File: config.mk
export PLATFORM = sky130hd
export DESIGN_NAME = pipeline_hazard_ctrl_flat
export DESIGN_NICKNAME = d
export VERILOG_FILES = /design/src/rtl/pipeline_hazard_ctrl_if.sv /design/src/rtl/pipeline_hazard_ctrl.sv /design/src/flat_wrapper.sv
export SDC_FILE = /design/constraint.sdc
export NUM_CORES = 1
export LEC_CHECK = 0
export ABC_AREA = 0
export CAP_MARGIN = 10
export CORE_MARGIN = 2
export CORE_UTILIZATION = 35
export DETAILED_ROUTE_END_ITERATION = 10
export HOLD_SLACK_MARGIN = 0.1
export PLACE_DENSITY = 0.87
export SYNTH_ARGS = -nofsm -noshare
export SYNTH_HDL_FRONTEND = slang
export SYNTH_SLANG_ARGS = --single-unit
File: constraint.sdc
create_clock -name clk_i -period 1.6 [get_ports clk_i]
set_input_delay 0.24 -clock clk_i [delete_from_list [all_inputs] [get_ports clk_i]]
set_output_delay 0.24 -clock clk_i [all_outputs]
set_load 0.02 [all_outputs]
File: src/rtl/pipeline_hazard_ctrl_if.sv
// Data-memory handshake between the hazard controller (master) and the data bus side (slave).
interface pipeline_hazard_ctrl_if;
   logic dmem_req;
   logic dmem_ack;
   logic dmem_timeout;

   modport master (
      output dmem_req,
      output dmem_timeout,
      input  dmem_ack
   );

   modport slave (
      input  dmem_req,
      input  dmem_timeout,
      output dmem_ack
   );
endinterface

File: src/rtl/pipeline_hazard_ctrl.sv
// Stall/flush/forward sequencer for the 5-stage core; owns the data-memory access FSM and its timeout.
// Optional macro PIPE_CTRL_PERF_EN adds stall-cycle and redirect-event performance counters.
module pipeline_hazard_ctrl #(
   parameter int DMEM_TIMEOUT = 255,
   parameter int CNT_W        = 32
) (
   input  logic                   clk_i,
   input  logic                   rst_i,
   input  logic [4:0]             id_rs1_addr_i,
   input  logic [4:0]             id_rs2_addr_i,
   input  logic                   id_rs1_read_i,
   input  logic                   id_rs2_read_i,
   input  logic [4:0]             ex_rs1_addr_i,
   input  logic [4:0]             ex_rs2_addr_i,
   input  logic                   ex_valid_i,
   input  logic                   ex_is_mem_read_i,
   input  logic                   ex_is_rd_write_i,
   input  logic [4:0]             ex_rd_addr_i,
   input  logic                   ex_mispredict_i,
   input  logic                   mem_valid_i,
   input  logic                   mem_is_rd_write_i,
   input  logic [4:0]             mem_rd_addr_i,
   input  logic                   mem_is_mem_access_i,
   input  logic                   wb_valid_i,
   input  logic                   wb_is_rd_write_i,
   input  logic [4:0]             wb_rd_addr_i,
   input  logic                   wb_trap_valid_i,
   pipeline_hazard_ctrl_if.master dmem,
   output logic [1:0]             fwd_a_sel_o,
   output logic [1:0]             fwd_b_sel_o,
   output logic                   pc_stall_o,
   output logic                   if_id_stall_o,
   output logic                   id_ex_stall_o,
   output logic                   ex_mem_stall_o,
   output logic                   if_id_flush_o,
   output logic                   id_ex_flush_o,
   output logic                   ex_mem_flush_o,
   output logic                   mem_wb_flush_o,
   output logic [1:0]             pc_redirect_o
`ifdef PIPE_CTRL_PERF_EN
   ,
   output logic [CNT_W-1:0]       perf_stall_cycles_o,
   output logic [CNT_W-1:0]       perf_flush_events_o
`endif
);

   typedef enum logic [1:0] {
      ST_IDLE = 2'd0,
      ST_WAIT = 2'd1,
      ST_KILL = 2'd2
   } dmem_state_e;

   typedef enum logic [1:0] {
      NO_FORWARD_SEL         = 2'd0,
      FORWARD_SEL_MEM_RESULT = 2'd1,
      FORWARD_SEL_WB_RESULT  = 2'd2
   } forward_sel_t;

   localparam int TMO_W = (DMEM_TIMEOUT > 32'sd2) ? $clog2(DMEM_TIMEOUT) : 1;
   localparam logic [TMO_W-1:0] TMO_LAST =
      TMO_W'((DMEM_TIMEOUT > 32'sd0) ? (DMEM_TIMEOUT - 32'sd1) : 32'sd0);

   if (DMEM_TIMEOUT < 32'sd0) begin : g_bad_timeout
      $error("DMEM_TIMEOUT must be non-negative");
   end
   if (CNT_W < 32'sd1) begin : g_bad_cnt_w
      $error("CNT_W must be at least 1");
   end

   dmem_state_e      state_q, state_d;
   logic [TMO_W-1:0] cnt_q, cnt_d;
   logic             expire_s;
   logic             load_use_s;
   logic             hold_s, kill_s, req_s, tmo_s;
   logic             pc_stall_s, if_id_stall_s, id_ex_stall_s, ex_mem_stall_s;
   logic             if_id_flush_s, id_ex_flush_s, ex_mem_flush_s, mem_wb_flush_s;
   logic [1:0]       redirect_s;
   logic             unused_ex_rd_write_s;

   // A load always writes rd, so the load-use test keys on the mem-read flag alone.
   assign unused_ex_rd_write_s = ex_is_rd_write_i;

   function automatic forward_sel_t fwd_sel(input logic [4:0] rs,
                                            input logic       mem_wr,
                                            input logic [4:0] mem_rd,
                                            input logic       wb_wr,
                                            input logic [4:0] wb_rd);
      if ((rs != 5'd0) && mem_wr && (mem_rd == rs)) begin
         return FORWARD_SEL_MEM_RESULT;
      end else if ((rs != 5'd0) && wb_wr && (wb_rd == rs)) begin
         return FORWARD_SEL_WB_RESULT;
      end else begin
         return NO_FORWARD_SEL;
      end
   endfunction

   assign fwd_a_sel_o = rst_i ? NO_FORWARD_SEL :
                        fwd_sel(ex_rs1_addr_i, mem_valid_i & mem_is_rd_write_i, mem_rd_addr_i,
                                wb_valid_i & wb_is_rd_write_i, wb_rd_addr_i);
   assign fwd_b_sel_o = rst_i ? NO_FORWARD_SEL :
                        fwd_sel(ex_rs2_addr_i, mem_valid_i & mem_is_rd_write_i, mem_rd_addr_i,
                                wb_valid_i & wb_is_rd_write_i, wb_rd_addr_i);

   assign load_use_s = ex_valid_i & ex_is_mem_read_i & (ex_rd_addr_i != 5'd0) &
                       ((id_rs1_read_i & (id_rs1_addr_i == ex_rd_addr_i)) |
                        (id_rs2_read_i & (id_rs2_addr_i == ex_rd_addr_i)));

   assign expire_s = (DMEM_TIMEOUT != 32'sd0) && (cnt_q == TMO_LAST);

   // DMEM FSM next state plus the prioritised stall/flush/redirect decision.
   always_comb begin
      state_d        = state_q;
      cnt_d          = cnt_q;
      req_s          = 1'b0;
      tmo_s          = 1'b0;
      hold_s         = 1'b0;
      kill_s         = 1'b0;
      pc_stall_s     = 1'b0;
      if_id_stall_s  = 1'b0;
      id_ex_stall_s  = 1'b0;
      ex_mem_stall_s = 1'b0;
      if_id_flush_s  = 1'b0;
      id_ex_flush_s  = 1'b0;
      ex_mem_flush_s = 1'b0;
      mem_wb_flush_s = 1'b0;
      redirect_s     = 2'd0;
      if (rst_i) begin
         state_d = ST_IDLE;
         cnt_d   = '0;
      end else begin
         case (state_q)
            ST_IDLE: begin
               // The issuing cycle already holds the pipe: the access owns MEM until its response.
               if (mem_is_mem_access_i && !wb_trap_valid_i) begin
                  req_s   = 1'b1;
                  hold_s  = 1'b1;
                  state_d = ST_WAIT;
                  cnt_d   = '0;
               end else begin
                  state_d = ST_IDLE;
               end
            end
            ST_WAIT, ST_KILL: begin
               if (dmem.dmem_ack || expire_s) begin
                  tmo_s   = ~dmem.dmem_ack;
                  state_d = ST_IDLE;
                  cnt_d   = '0;
               end else begin
                  cnt_d  = (DMEM_TIMEOUT != 32'sd0) ? (cnt_q + TMO_W'(1)) : cnt_q;
                  kill_s = (state_q == ST_KILL);
                  hold_s = (state_q == ST_WAIT);
                  if (wb_trap_valid_i) begin
                     state_d = ST_KILL;
                  end else begin
                     state_d = state_q;
                  end
               end
            end
            default: begin
               state_d = ST_IDLE;
               cnt_d   = '0;
            end
         endcase

         if (wb_trap_valid_i) begin
            if_id_flush_s  = 1'b1;
            id_ex_flush_s  = 1'b1;
            ex_mem_flush_s = 1'b1;
            mem_wb_flush_s = 1'b1;
            redirect_s     = 2'd2;
         end else if (hold_s) begin
            pc_stall_s     = 1'b1;
            if_id_stall_s  = 1'b1;
            id_ex_stall_s  = 1'b1;
            ex_mem_stall_s = 1'b1;
            mem_wb_flush_s = 1'b1;
         end else if (kill_s) begin
            pc_stall_s     = 1'b1;
            if_id_flush_s  = 1'b1;
            id_ex_flush_s  = 1'b1;
            ex_mem_flush_s = 1'b1;
            mem_wb_flush_s = 1'b1;
         end else if (ex_mispredict_i) begin
            if_id_flush_s  = 1'b1;
            id_ex_flush_s  = 1'b1;
            redirect_s     = 2'd1;
         end else if (load_use_s) begin
            pc_stall_s     = 1'b1;
            if_id_stall_s  = 1'b1;
            id_ex_flush_s  = 1'b1;
         end else begin
            redirect_s     = 2'd0;
         end
      end
   end

   // DMEM FSM state and WAIT/KILL cycle counter.
   always_ff @(posedge clk_i) begin
      if (rst_i) begin
         state_q <= ST_IDLE;
         cnt_q   <= '0;
      end else begin
         state_q <= state_d;
         cnt_q   <= cnt_d;
      end
   end

   assign dmem.dmem_req     = req_s;
   assign dmem.dmem_timeout = tmo_s;
   assign pc_stall_o        = pc_stall_s;
   assign if_id_stall_o     = if_id_stall_s;
   assign id_ex_stall_o     = id_ex_stall_s;
   assign ex_mem_stall_o    = ex_mem_stall_s;
   assign if_id_flush_o     = if_id_flush_s;
   assign id_ex_flush_o     = id_ex_flush_s;
   assign ex_mem_flush_o    = ex_mem_flush_s;
   assign mem_wb_flush_o    = mem_wb_flush_s;
   assign pc_redirect_o     = redirect_s;

`ifdef PIPE_CTRL_PERF_EN
   logic [CNT_W-1:0] perf_stall_q, perf_stall_d;
   logic [CNT_W-1:0] perf_flush_q, perf_flush_d;

   // Perf counter increments; both wrap naturally at 2^CNT_W.
   always_comb begin
      perf_stall_d = perf_stall_q + CNT_W'(pc_stall_s);
      perf_flush_d = perf_flush_q + CNT_W'(redirect_s != 2'd0);
   end

   // Perf counter registers.
   always_ff @(posedge clk_i) begin
      if (rst_i) begin
         perf_stall_q <= '0;
         perf_flush_q <= '0;
      end else begin
         perf_stall_q <= perf_stall_d;
         perf_flush_q <= perf_flush_d;
      end
   end

   assign perf_stall_cycles_o = perf_stall_q;
   assign perf_flush_events_o = perf_flush_q;
`endif

endmodule

File: src/flat_wrapper.sv
// flat-port wrapper written by rule: the top's interface ports become plain ports
module pipeline_hazard_ctrl_flat 
#(
   parameter int DMEM_TIMEOUT = 255,
   parameter int CNT_W        = 32
)
  (clk_i, rst_i, id_rs1_addr_i, id_rs2_addr_i, id_rs1_read_i, id_rs2_read_i, ex_rs1_addr_i, ex_rs2_addr_i, ex_valid_i, ex_is_mem_read_i, ex_is_rd_write_i, ex_rd_addr_i, ex_mispredict_i, mem_valid_i, mem_is_rd_write_i, mem_rd_addr_i, mem_is_mem_access_i, wb_valid_i, wb_is_rd_write_i, wb_rd_addr_i, wb_trap_valid_i, fwd_a_sel_o, fwd_b_sel_o, pc_stall_o, if_id_stall_o, id_ex_stall_o, ex_mem_stall_o, if_id_flush_o, id_ex_flush_o, ex_mem_flush_o, mem_wb_flush_o, pc_redirect_o, dmem_dmem_req, dmem_dmem_timeout, dmem_dmem_ack);
  pipeline_hazard_ctrl_if dmem_i ();
  input  logic clk_i;
  input  logic rst_i;
  input  logic [4:0] id_rs1_addr_i;
  input  logic [4:0] id_rs2_addr_i;
  input  logic id_rs1_read_i;
  input  logic id_rs2_read_i;
  input  logic [4:0] ex_rs1_addr_i;
  input  logic [4:0] ex_rs2_addr_i;
  input  logic ex_valid_i;
  input  logic ex_is_mem_read_i;
  input  logic ex_is_rd_write_i;
  input  logic [4:0] ex_rd_addr_i;
  input  logic ex_mispredict_i;
  input  logic mem_valid_i;
  input  logic mem_is_rd_write_i;
  input  logic [4:0] mem_rd_addr_i;
  input  logic mem_is_mem_access_i;
  input  logic wb_valid_i;
  input  logic wb_is_rd_write_i;
  input  logic [4:0] wb_rd_addr_i;
  input  logic wb_trap_valid_i;
  output logic [1:0] fwd_a_sel_o;
  output logic [1:0] fwd_b_sel_o;
  output logic pc_stall_o;
  output logic if_id_stall_o;
  output logic id_ex_stall_o;
  output logic ex_mem_stall_o;
  output logic if_id_flush_o;
  output logic id_ex_flush_o;
  output logic ex_mem_flush_o;
  output logic mem_wb_flush_o;
  output logic [1:0] pc_redirect_o;
  output wire logic [$bits(dmem_i.dmem_req)-1:0] dmem_dmem_req;
  output wire logic [$bits(dmem_i.dmem_timeout)-1:0] dmem_dmem_timeout;
  input wire logic [$bits(dmem_i.dmem_ack)-1:0] dmem_dmem_ack;
  assign dmem_dmem_req = dmem_i.dmem_req;
  assign dmem_dmem_timeout = dmem_i.dmem_timeout;
  assign dmem_i.dmem_ack = dmem_dmem_ack;
  pipeline_hazard_ctrl #(.DMEM_TIMEOUT(DMEM_TIMEOUT), .CNT_W(CNT_W)) u_core (.clk_i(clk_i), .rst_i(rst_i), .id_rs1_addr_i(id_rs1_addr_i), .id_rs2_addr_i(id_rs2_addr_i), .id_rs1_read_i(id_rs1_read_i), .id_rs2_read_i(id_rs2_read_i), .ex_rs1_addr_i(ex_rs1_addr_i), .ex_rs2_addr_i(ex_rs2_addr_i), .ex_valid_i(ex_valid_i), .ex_is_mem_read_i(ex_is_mem_read_i), .ex_is_rd_write_i(ex_is_rd_write_i), .ex_rd_addr_i(ex_rd_addr_i), .ex_mispredict_i(ex_mispredict_i), .mem_valid_i(mem_valid_i), .mem_is_rd_write_i(mem_is_rd_write_i), .mem_rd_addr_i(mem_rd_addr_i), .mem_is_mem_access_i(mem_is_mem_access_i), .wb_valid_i(wb_valid_i), .wb_is_rd_write_i(wb_is_rd_write_i), .wb_rd_addr_i(wb_rd_addr_i), .wb_trap_valid_i(wb_trap_valid_i), .dmem(dmem_i), .fwd_a_sel_o(fwd_a_sel_o), .fwd_b_sel_o(fwd_b_sel_o), .pc_stall_o(pc_stall_o), .if_id_stall_o(if_id_stall_o), .id_ex_stall_o(id_ex_stall_o), .ex_mem_stall_o(ex_mem_stall_o), .if_id_flush_o(if_id_flush_o), .id_ex_flush_o(id_ex_flush_o), .ex_mem_flush_o(ex_mem_flush_o), .mem_wb_flush_o(mem_wb_flush_o), .pc_redirect_o(pc_redirect_o));
endmodule
==> results of run 1 <==
routing by layer:
metal,vias to the layer above,track usage (%)
li1,802,-
met1,832,23.8
met2,115,56.7
met3,48,3.31
met4,0,9.42
met5,-,0
cells by family (layout without fill, tap and decap cells):
| group | count (synthesis) | after routing | synth area share [%] |
|---|---|---|---|
| adder cells (fa/ha/maj) | 6 | 6 | 6.36 |
| XOR/XNOR | 37 | 37 | 27.4 |
| buffers and inverters | 14 | 146 | 4.87 |
| AND/OR/NAND/NOR | 59 | 59 | 28.6 |
| AO/OA/AOI/OAI | 26 | 26 | 15.8 |
| flip-flops | 10 | 10 | 16.9 |
Yosys cell counts (2+ instances only):
| library cell | count | area (sq um) |
|---|---|---|
| sky130_fd_sc_hd__o21ai_0 | 3 | 15.0 |
| sky130_fd_sc_hd__nor4_1 | 3 | 18.8 |
| sky130_fd_sc_hd__a21oi_1 | 6 | 30.0 |
| sky130_fd_sc_hd__inv_1 | 10 | 37.5 |
| sky130_fd_sc_hd__clkbuf_1 | 2 | 7.51 |
| sky130_fd_sc_hd__xor2_1 | 10 | 87.6 |
| sky130_fd_sc_hd__a211oi_1 | 5 | 37.5 |
| sky130_fd_sc_hd__nand2b_1 | 3 | 18.8 |
| sky130_fd_sc_hd__nand3_1 | 4 | 20.0 |
| sky130_fd_sc_hd__nor2_1 | 17 | 63.8 |
| sky130_fd_sc_hd__xnor2_1 | 27 | 236 |
| sky130_fd_sc_hd__dfxtp_1 | 10 | 200 |
| sky130_fd_sc_hd__o211ai_1 | 3 | 22.5 |
| sky130_fd_sc_hd__ha_1 | 6 | 75.1 |
| sky130_fd_sc_hd__nand2_1 | 9 | 33.8 |
| sky130_fd_sc_hd__nand4_1 | 5 | 31.3 |
| sky130_fd_sc_hd__or4_1 | 5 | 37.5 |
sequential cells by signal, summed over array words and instances, names as in the netlist:
register,flops
u_core.cnt_q,8
u_core.state_q,2
worst reg2reg max path, stage by stage (launching register included):
cell                       delay (ns)
sky130_fd_sc_hd__dfxtp_2         0.37
sky130_fd_sc_hd__inv_2           0.09
sky130_fd_sc_hd__ha_4            0.29
sky130_fd_sc_hd__nand2b_4        0.07
sky130_fd_sc_hd__buf_6           0.13
sky130_fd_sc_hd__a21o_4          0.20
sky130_fd_sc_hd__a21o_1          0.19
sky130_fd_sc_hd__buf_6           0.15
sky130_fd_sc_hd__nor2_1          0.17
how the worst max path moves through the flow:
stage                          end  slack [ns]  cells after the start
floorplan            id_ex_flush_o       -0.17                      7
global placement    fwd_b_sel_o[1]       -0.92                      6
detailed placement  fwd_b_sel_o[1]       -0.99                      6
CTS                  if_id_stall_o       -0.49                      7
global route         if_id_stall_o       -0.76                      7
finish               if_id_stall_o       -0.66                      7
cell type report:
type / instances / share of cell area, %
repair buffers: 132 / 41.9
multi-input cells: 128 / 46.2
inverters: 10 / 1.33
well taps: 46 / 2.04
flip-flops and latches: 10 / 7.27
clock buffers: 4 / 1.29
report_power, final:
group / internal (uW) / total, uW / leakage, uW / switching, uW
Clock: 139 / 248 / 0.0000210 / 109
Sequential: 256 / 262 / 0.0000827 / 6.32
Combinational: 314 / 561 / 0.00109 / 247
placed cells by master (no fill, tap or decap), types with 6 or more instances in the layout:
| cell | n |
|---|---|
| sky130_fd_sc_hd__xnor2_1 | 22 |
| sky130_fd_sc_hd__nor2_4 | 6 |
| sky130_fd_sc_hd__inv_1 | 6 |
| sky130_fd_sc_hd__buf_4 | 63 |
| sky130_fd_sc_hd__nor2_1 | 9 |
| sky130_fd_sc_hd__dfxtp_1 | 6 |
| sky130_fd_sc_hd__buf_6 | 26 |
| sky130_fd_sc_hd__nand2_1 | 6 |
| sky130_fd_sc_hd__clkdlybuf4s50_1 | 19 |
| sky130_fd_sc_hd__dlygate4sd2_1 | 12 |
| sky130_fd_sc_hd__xor2_1 | 10 |
stage by stage:
| stage | power (uW) | cell area (sq um) | setup slack, ns | utilization, % |
|---|---|---|---|---|
| 6_report | 1070 | 2820 | -0.656 | 85.9 |
| 5_1_grt | 1110 | 2820 | -0.758 | 85.9 |
| 4_1_cts | 971 | 2630 | -0.488 | 80.1 |
| 3_5_place_dp | 708 | 2360 | -0.986 | 71.8 |
| 3_3_place_gp | 694 | 2360 | -0.923 | 71.8 |
| 2_1_floorplan | 436 | 1300 | -0.173 | - |
timing repair:
action / 4_1_cts / 5_1_grt
gates resized for setup: 211 / 38
pin swaps: 31 / 16
endpoints found under the setup margin: 23 / 25
cloned: 0 / 0
setup buffers: 10 / 5
==> results.yml, run 1 <==
setup_path:
  critPathMaxStageDelay_ns: 0.37
  path_buf_inv: 2
  critical_path.slowest_cell: "sky130_fd_sc_hd__dfxtp_2"
  crit_end_element: "primary output"
  timing.reg2reg.setup_slack_ns: -0.13
  reg2regPathDepth: 8
  worst-setup-path-type: "reg -> out"
  crit_path_cell_trace: "inv_2 > ha_4 > nor4bb_4 > a21boi_2 > o21a_2 > o21bai_4 > buf_6"
  critical_path.startpoint: "u_core.state_q[1]"
  worstPathArrival_ns: 2.02
  cp.required_ns: 1.36
  regToRegEndpoint: "u_core.cnt_q[7]"
  cp_top_family: "compound AO/OA/AOI/OAI gates"
  cp_max_fo: 3
  worstReg2RegStart: "u_core.state_q[1]"
  worst_setup_path_start_kind: "register"
global_route:
  largest_net_degree_at_the_start_of_global_routing: 9
  global_route.usage.total_pct: 26.3
  grt_remaining_overflow: 0
  initial_antenna_violation_count: 0
  grt_pass1_vias: 1675
  wire_length_of_the_first_global_routing_pass_um: 7330
power:
  ir_drop_uv: 247
  static-leakage-power_uw: 0.00119
  power.density_cell_area_mw_per_mm2: 380
route:
  route.vias.total: 1797
  detail_route.iter0.violations: 166
  detailroute.wirelength.met3_um: 332
  vias_per_cell: 5.45
  number_of_antenna_violating_nets_in_the_routed_design: 0
  met2WireLength_um: 3710
  drt-wirelength-per-cell_um: 20.2
  top_layer_used: "met4"
  wirelength_um: 6670
  first_pass_iters: 4
  post-route-drc-count: 0
  met1Wirelength_um: 2190
sta:
  hold_viol: 0
  post-route-worst-setup-slack_ns: -0.656
  max_slew_margin_pct: 70.4
  period_minus_slack_ns: 2.26
  tightest_slew_ns: 0.444
  finalSetupViolCount: 24
  layout_worst_path_cycle_share_pct: 141
  timing.fmax_mhz: 443
  grt_setup_unrepaired: "true"
  fin_setup_tns_ns: -5.99
  timing_max_transition_violations_final: 0
  whs_ns: 0.604
  skew_ns: 0.00301
clock_network:
  cts-root-to-sink-buffers: 2
  tritoncts_clock_tree: "done"
  cts_max_level: 1
  cts.root.buffer_cell: "sky130_fd_sc_hd__clkbuf_4"
  postCtsHoldBufs: 0
  cts_made_buffers: 3
  clk-insertion-delay-late_ns: 0.29
  numClockSinks: 10
  cts.reportedPaths.clkPinSlew_ns: 0.07
floorplanning:
  fp.dieArea_sq_mm: 0.00386
  floorplan.io_pins: 66
  height_of_the_die_um: 62.1
  num_rows: 21
  design.core.area_sq_mm: 0.00328
  die_x_um: 62.1
  initial_core_utilization_pct: 36.0
placement:
  io_buffer_count: 64
  post-place-cells: 311
  place_congestion: 0.864
  place.detailed.hpwl_um: 3610
min_path:
  timing.hold.worst_endpoint: "u_core.cnt_q[1]"
  hold_wc_startpoint: "u_core.cnt_q[1]"
  min-delay-path-class: "reg -> reg"
  holdPathStages: 2
cells_and_area:
  layout.nets: 341
  final-seq-area_sq_um: 205
  syn2layout_area_growth_pct: 139
  fillerInstances: 161
  area_taken_by_multi_input_logic_gates_sq_mm: 0.00130
  n_antenna_cell: 0
  final_layout_size_suffix_gt1_share_pct: 58.8
  layout.cells.non_filler: 330
logic_synthesis:
  synth_ff_type: "sky130_fd_sc_hd__dfxtp_1"
  post_synth_inst_count: 152
  ys_warn_count: 0
  ys_seq_elements: 10
  post_synth_edffs: 0
  syn-cell-area_sq_mm: 0.00118
  synth_fp_nets: 208
  synthArstFlopShare_pct: 0
  post_synth.cell_area_avg_sq_um: 7.77
  post_synth_num_cell_types: 41
  yosysSeqAreaShare_pct: 16.9
job:
  cap_violations: 0
outcome:
  violations: "negative setup slack"
  run_status: "finished with violations"
No activity file was read; power rests on OpenSTA's default activity.
==> inputs of run 2 (changes only) <==
--- a/config.mk
+++ b/config.mk
@@ -9,9 +9,11 @@
 export CAP_MARGIN = 10
 export CORE_MARGIN = 2
 export CORE_UTILIZATION = 35
+export CTS_CLUSTER_DIAMETER = 100
 export DETAILED_ROUTE_END_ITERATION = 10
 export HOLD_SLACK_MARGIN = 0.1
 export PLACE_DENSITY = 0.87
+export SLEW_MARGIN = 20
 export SYNTH_ARGS = -nofsm -noshare
 export SYNTH_HDL_FRONTEND = slang
 export SYNTH_SLANG_ARGS = --single-unit
==> results of run 2 <==
The final DEF is identical to that of run 1; final timing and power are the same.
